<file path="config.mk">
export PLATFORM = sky130hd
export DESIGN_NAME = ram_copier_flat
export DESIGN_NICKNAME = d
export VERILOG_FILES = /design/src/rtl/ram_copier_if.sv /design/src/rtl/ram_copier.sv /design/src/flat_wrapper.sv
export SDC_FILE = /design/constraint.sdc
export NUM_CORES = 1
export LEC_CHECK = 0
export ABC_AREA = 1
export CORE_MARGIN = 8
export CORE_UTILIZATION = 46
export CTS_BUF_LIST = sky130_fd_sc_hd__clkbuf_2
export CTS_CLUSTER_DIAMETER = 60
export DETAILED_ROUTE_END_ITERATION = 8
export PLACE_DENSITY = 0.8
export SYNTH_ARGS = -nofsm -noshare
export SYNTH_HDL_FRONTEND = slang
export SYNTH_SLANG_ARGS = --single-unit
</file>
<file path="constraint.sdc">
create_clock -name iClk -period 1.8 [get_ports iClk]
set_input_delay 0.36 -clock iClk [delete_from_list [all_inputs] [get_ports iClk]]
set_output_delay 0.36 -clock iClk [all_outputs]
set_load 0.02 [all_outputs]
</file>
<file path="src/rtl/ram_copier_if.sv">
// ram_copier_if: copy-request handshake plus the single-port RAM bus of the copier.
interface ram_copier_if #(
    parameter int ADDRWIDTH = 6,
    parameter int DATAWIDTH = 32
);
    logic                 iStart;
    logic [ADDRWIDTH-1:0] iSrc;
    logic [ADDRWIDTH-1:0] iDst;
    logic [ADDRWIDTH:0]   iLen;
    logic                 oBusy;
    logic                 oDone;
    logic                 oMemWR;
    logic [ADDRWIDTH-1:0] oMemAddress;
    logic [DATAWIDTH-1:0] oMemWriteData;
    logic [DATAWIDTH-1:0] iMemReadData;
    modport slave (
        input  iStart, iSrc, iDst, iLen, iMemReadData,
        output oBusy, oDone, oMemWR, oMemAddress, oMemWriteData
    );
    modport master (
        output iStart, iSrc, iDst, iLen, iMemReadData,
        input  oBusy, oDone, oMemWR, oMemAddress, oMemWriteData
    );
endinterface

</file>
<file path="src/rtl/ram_copier.sv">
// ram_copier: memmove-style word copier over a single-port RAM with combinational read,
// one READ/WRITE cycle pair per word, descending when the destination lies above the source.
module ram_copier #(
    parameter int ADDRWIDTH = 6,
    parameter int DATAWIDTH = 32
) (
    input  logic         iClk,
    input  logic         iRst_n,
    ram_copier_if.slave  bus
);
    localparam logic [1:0] IDLE  = 2'd0;
    localparam logic [1:0] READ  = 2'd1;
    localparam logic [1:0] WRITE = 2'd2;
    localparam logic [1:0] DONE  = 2'd3;

    logic [1:0]           r_state;
    logic [ADDRWIDTH-1:0] r_src;
    logic [ADDRWIDTH-1:0] r_dst;
    logic [ADDRWIDTH:0]   r_cnt;
    logic [DATAWIDTH-1:0] r_data;
    logic                 r_desc;
    logic                 w_desc;
    logic [ADDRWIDTH-1:0] w_off;
    logic [ADDRWIDTH-1:0] w_step;

    assign w_desc = bus.iDst > bus.iSrc;
    assign w_off  = ADDRWIDTH'(bus.iLen - 1'b1);
    // adding all-ones steps the pointers down by one, modulo the memory depth
    assign w_step = r_desc ? '1 : ADDRWIDTH'(1);

    always_ff @(posedge iClk or negedge iRst_n) begin
        if (!iRst_n) begin
            r_state <= IDLE;
            r_src   <= '0;
            r_dst   <= '0;
            r_cnt   <= '0;
            r_data  <= '0;
            r_desc  <= 1'b0;
        end else begin
            case (r_state)
                IDLE: if (bus.iStart) begin
                    r_state <= (bus.iLen == '0) ? DONE : READ;
                    if (bus.iLen != '0) begin
                        r_desc <= w_desc;
                        r_src  <= w_desc ? bus.iSrc + w_off : bus.iSrc;
                        r_dst  <= w_desc ? bus.iDst + w_off : bus.iDst;
                        r_cnt  <= bus.iLen;
                    end
                end
                READ: begin
                    r_data  <= bus.iMemReadData;
                    r_state <= WRITE;
                end
                WRITE: begin
                    r_cnt   <= r_cnt - 1'b1;
                    r_src   <= r_src + w_step;
                    r_dst   <= r_dst + w_step;
                    r_state <= (r_cnt > 1) ? READ : DONE;
                end
                default: r_state <= IDLE;
            endcase
        end
    end

    assign bus.oBusy         = r_state != IDLE;
    assign bus.oDone         = r_state == DONE;
    assign bus.oMemWR        = r_state == WRITE;
    assign bus.oMemAddress   = (r_state == READ) ? r_src : (r_state == WRITE) ? r_dst : '0;
    assign bus.oMemWriteData = r_data;
endmodule

</file>
<file path="src/flat_wrapper.sv">
// flat-port wrapper written by rule: the top's interface ports become plain ports
module ram_copier_flat 
#(
    parameter int ADDRWIDTH = 6,
    parameter int DATAWIDTH = 32
)
  (iClk, iRst_n, bus_iStart, bus_iSrc, bus_iDst, bus_iLen, bus_iMemReadData, bus_oBusy, bus_oDone, bus_oMemWR, bus_oMemAddress, bus_oMemWriteData);
  ram_copier_if #(.ADDRWIDTH(ADDRWIDTH), .DATAWIDTH(DATAWIDTH)) bus_i ();
  input  logic iClk;
  input  logic iRst_n;
  input wire logic [$bits(bus_i.iStart)-1:0] bus_iStart;
  input wire logic [$bits(bus_i.iSrc)-1:0] bus_iSrc;
  input wire logic [$bits(bus_i.iDst)-1:0] bus_iDst;
  input wire logic [$bits(bus_i.iLen)-1:0] bus_iLen;
  input wire logic [$bits(bus_i.iMemReadData)-1:0] bus_iMemReadData;
  output wire logic [$bits(bus_i.oBusy)-1:0] bus_oBusy;
  output wire logic [$bits(bus_i.oDone)-1:0] bus_oDone;
  output wire logic [$bits(bus_i.oMemWR)-1:0] bus_oMemWR;
  output wire logic [$bits(bus_i.oMemAddress)-1:0] bus_oMemAddress;
  output wire logic [$bits(bus_i.oMemWriteData)-1:0] bus_oMemWriteData;
  assign bus_i.iStart = bus_iStart;
  assign bus_i.iSrc = bus_iSrc;
  assign bus_i.iDst = bus_iDst;
  assign bus_i.iLen = bus_iLen;
  assign bus_i.iMemReadData = bus_iMemReadData;
  assign bus_oBusy = bus_i.oBusy;
  assign bus_oDone = bus_i.oDone;
  assign bus_oMemWR = bus_i.oMemWR;
  assign bus_oMemAddress = bus_i.oMemAddress;
  assign bus_oMemWriteData = bus_i.oMemWriteData;
  ram_copier #(.ADDRWIDTH(ADDRWIDTH), .DATAWIDTH(DATAWIDTH)) u_core (.iClk(iClk), .iRst_n(iRst_n), .bus(bus_i));
endmodule
</file>
==> insert_results.sql, run 1 <==
INSERT INTO impl_metrics (metric_group, metric, value, unit) VALUES
('global_route', 'grt_util_all_layers', '19.6', '%'),
('status', 'violated_checks', 'setup timing', ''),
('placement', 'portBuffers', '94', ''),
('final_layout', 'area_growth', '51.4', '%'),
('sta', 'max_freq', '522', 'MHz'),
('placement', 'place_ws', '-0.893', 'ns'),
('logic_synthesis', 'synth_top_cells_by_area', 'dfrtp_1, nand2_1, ha_1', ''),
('final_layout', 'fillers', '588', ''),
('logic_synthesis', 'synth_most_common_cell', 'nand2_1', ''),
('placement', 'dp.final_hpwl', '8.22', 'mm'),
('routing', 'first_iter_violations', '222', ''),
('worst_hold_path', 'min-delay-path-class', 'primary input to flop', ''),
('global_route', 'grt_first_pass_wirelength', '18.3', 'mm'),
('sta', 'rsz0062_at_grt', 'true', ''),
('final_layout', 'final_layout_size_suffix_gt1_share', '24.7', '%'),
('logic_synthesis', 'async_flop_share', '100', '%'),
('sta', 'final-max-slew-violation-count', '0', ''),
('logic_synthesis', 'netlist-cell-type-count', '37', ''),
('clock_network', 'worst_skew_late_latency', '0.46', 'ns'),
('critical_path', 'critPathKind', 'flop to primary output', ''),
('routing', 'post_drt_via_cell_ratio', '5.28', ''),
('sta', 'postLayoutSetupSlackWorst', '-0.115', 'ns'),
('global_route', 'gr-total-overflow', '0', ''),
('critical_path', 'logic_depth_of_the_worst_register_to_register_path', '11', ''),
('clock_network', 'numCtsBuffers', '5', ''),
('sta', 'slew_limit_headroom', '78.0', '%'),
('critical_path', 'critical_path_end_type', 'primary output', ''),
('critical_path', 'worst_r2r_startpoint', 'u_core.r_desc$_DFFE_PN0P_', ''),
('status', 'status', 'complete, but fails checks', ''),
('pwr', 'ir_worst_vdd', '0.544', 'mV'),
('worst_hold_path', 'worstHoldPathCells', '4', ''),
('sta', 'layout_min_cycle_time', '1.92', 'ns'),
('sta', 'timing.final.hold_violations', '0', ''),
('logic_synthesis', 'post_synth.cell_area_avg', '7.46', 'µm²'),
('routing', 'drt_pre_antenna_iters', '5', ''),
('logic_synthesis', 'synth_largest_area_cell', 'dfrtp_1', ''),
('logic_synthesis', 'synth.yosys.warnings', '0', ''),
('routing', 'vias', '3948', ''),
('global_route', 'number_of_antenna_violations_at_the_first_check_in_global_routing', '1', ''),
('routing', 'routed_wire_length', '11.8', 'mm'),
('sta', 'setup_viol_count_final', '9', ''),
('logic_synthesis', 'synth.ff_latch_count', '54', ''),
('clock_network', 'root_buffer', 'clkbuf_2', ''),
('final_layout', 'layout.core_utilization', '71.7', '%'),
('logic_synthesis', 'synth_seq_area_share', '36.9', '%'),
('clock_network', 'max-clock-path-buffers', '2', ''),
('clock_network', 'clk_pin_slew', '0.28', 'ns'),
('logic_synthesis', 'synth_top_cells_by_count', 'nand2_1, dfrtp_1, inv_1', ''),
('clock_network', 'ctsHtreeMaxLevel', '2', ''),
('logic_synthesis', 'synth_edf_count', '0', ''),
('clock_network', 'cts_num_sinks', '54', ''),
('floorplanning', 'start_util', '47.4', '%'),
('critical_path', 'worstSetupStartpoint', 'u_core.r_state[1]$_DFFE_PN0P_', ''),
('sta', 'worst_clock_skew', '0.0256', 'ns'),
('global_route', 'grt_start_max_net_pins', '55', ''),
('floorplanning', 'floorplan.die_area', '11100', 'µm²'),
('critical_path', 'crit_end', 'bus_oMemAddress[0]', ''),
('critical_path', 'reg2reg_slack', '-0.03', 'ns'),
('sta', 'final_setup_tns', '-0.780', 'ns'),
('critical_path', 'timing.critical_path.slowest_cell_delay', '0.46', 'ns'),
('routing', 'route.antenna.remaining_nets', '0', ''),
('routing', 'drc', '0', ''),
('logic_synthesis', 'combined_area_of_all_synthesized_cells', '3660', 'µm²'),
('sta', 'final_cycle_utilization_of_the_critical_path', '106', '%'),
('logic_synthesis', 'mapped_nets', '579', ''),
('pwr', 'leakage', '0.00283', 'µW'),
('floorplanning', 'ioPinCount', '95', ''),
('critical_path', 'worstReg2RegEnd', 'u_core.r_dst[5]$_DFFE_PN0P_', ''),
('logic_synthesis', 'synth.top_cell.area_share', '36.9', '%'),
('logic_synthesis', 'synth_flop_cell', 'dfrtp_1', ''),
('critical_path', 'startpoint_class', 'flop', '');
[worst max-delay path: cells and delay by family (launching register included)]
kind / cells / cell delay (ns)
AOI/OAI and AO/OA: 1 / 0.13
buffers and inverters: 3 / 0.39
DFF: 1 / 0.46
and+or+nand+nor: 1 / 0.11
[placed cells by master, fill, tap and decap left out, types with 13 or more instances in the layout]
cell type,count
nand2_1,175
buf_4,58
dfrtp_1,52
clkdlybuf4s50_1,44
inv_1,36
dlygate4sd2_1,33
nand3_1,22
nor2_1,17
buf_6,16
o21ai_1,15
ha_1,15
a21oi_1,14
ha_4,13
[layout make-up]
class	count	area [µm²]	area share (%)
inverter	51	203	3.66
multi-input combinational	372	2370	42.8
clock inverter	3	20.0	0.361
sequential	54	1350	24.4
antenna	1	2.50	0.0452
clock buffer	5	25.0	0.452
timing repair buffer	160	1440	26.0
tap	102	128	2.30
[power breakdown]
group          internal, µW  leakage [µW]  total [µW]  switching [µW]
Combinational          2340       0.00214        5570            3240
Sequential             1820      0.000656        2220             403
Clock                  96.5     0.0000270         502             405
Total                  4250       0.00283        8300            4040
[worst min-delay path by stage]
| stage | from | to | slack, ns |
|---|---|---|---|
| finish | bus_iLen[1] | u_core.r_cnt[1]$_DFFE_PN0P_ | 0.31 |
| global route | bus_iLen[2] | u_core.r_cnt[2]$_DFFE_PN0P_ | 0.30 |
| CTS | iRst_n | u_core.bus.oMemWriteData[30]$_DFFE_PN0P_ | 0.38 |
| detailed placement | iRst_n | u_core.bus.oMemWriteData[30]$_DFFE_PN0P_ | 0.38 |
| global placement | iRst_n | u_core.bus.oMemWriteData[30]$_DFFE_PN0P_ | 0.38 |
| floorplan | iRst_n | u_core.bus.oMemWriteData[0]$_DFFE_PN0P_ | 0.06 |
[flip-flops by register name, indices dropped and copies added (netlist names)]
name,count
u_core.bus.oMemWriteData,32
u_core.r_cnt,7
u_core.r_dst,6
u_core.r_src,6
u_core.r_state,2
u_core.r_desc,1
[routing by layer]
layer / track usage [%] / routed length, µm / part of all wire, % / up-vias
met5: 0 / 0 / 0 / -
met4: 7.03 / 376 / 3.2 / 0
met3: 4.63 / 758 / 6.4 / 34
met2: 32.4 / 5680 / 48 / 163
met1: 24.3 / 5020 / 42 / 1847
li1: - / - / - / 1904
[kinds of logic (layout without fill, tap and decap cells)]
family,count (synthesis),after routing,synth area share [%]
AOI/OAI and AO/OA,75,75,12.2
xor gates and xnor gates,14,14,3.35
adders and majority gates,34,34,12.4
buffers and inverters,66,219,7.69
DFF,54,54,36.9
other,0,1,0
and+or+nand+nor,248,249,27.4
[repair_timing]
action / 4_1_cts / 5_1_grt
hold endpoints to repair: 54 / 0
gates resized for setup: 127 / 54
pin swaps: 14 / 26
cloned: 1 / 0
setup endpoints to repair: 54 / 18
hold buffers: 1 / 0
buffers inserted: 4 / 11
[through the flow]
stage                     total power (µW)  hold WS, ns  std cells  area [µm²]
after global routing                  8960        0.303        748        5540
after global placement                7140        0.377        722        5050
after CTS                             7780        0.375        736        5250
final                                 8300        0.305        748        5540
after detailed placement              7320        0.382        722        5050
after floorplan                       5340       0.0644        491        3690
No activity file was read; power rests on OpenSTA's default activity.
==> inputs of run 2 (changes only) <==
Settings changed: CTS_CLUSTER_SIZE set to 8, SLEW_MARGIN set to 0.
==> results of run 2 <==
No change in the layout: final DEF, timing and power equal those of run 1.
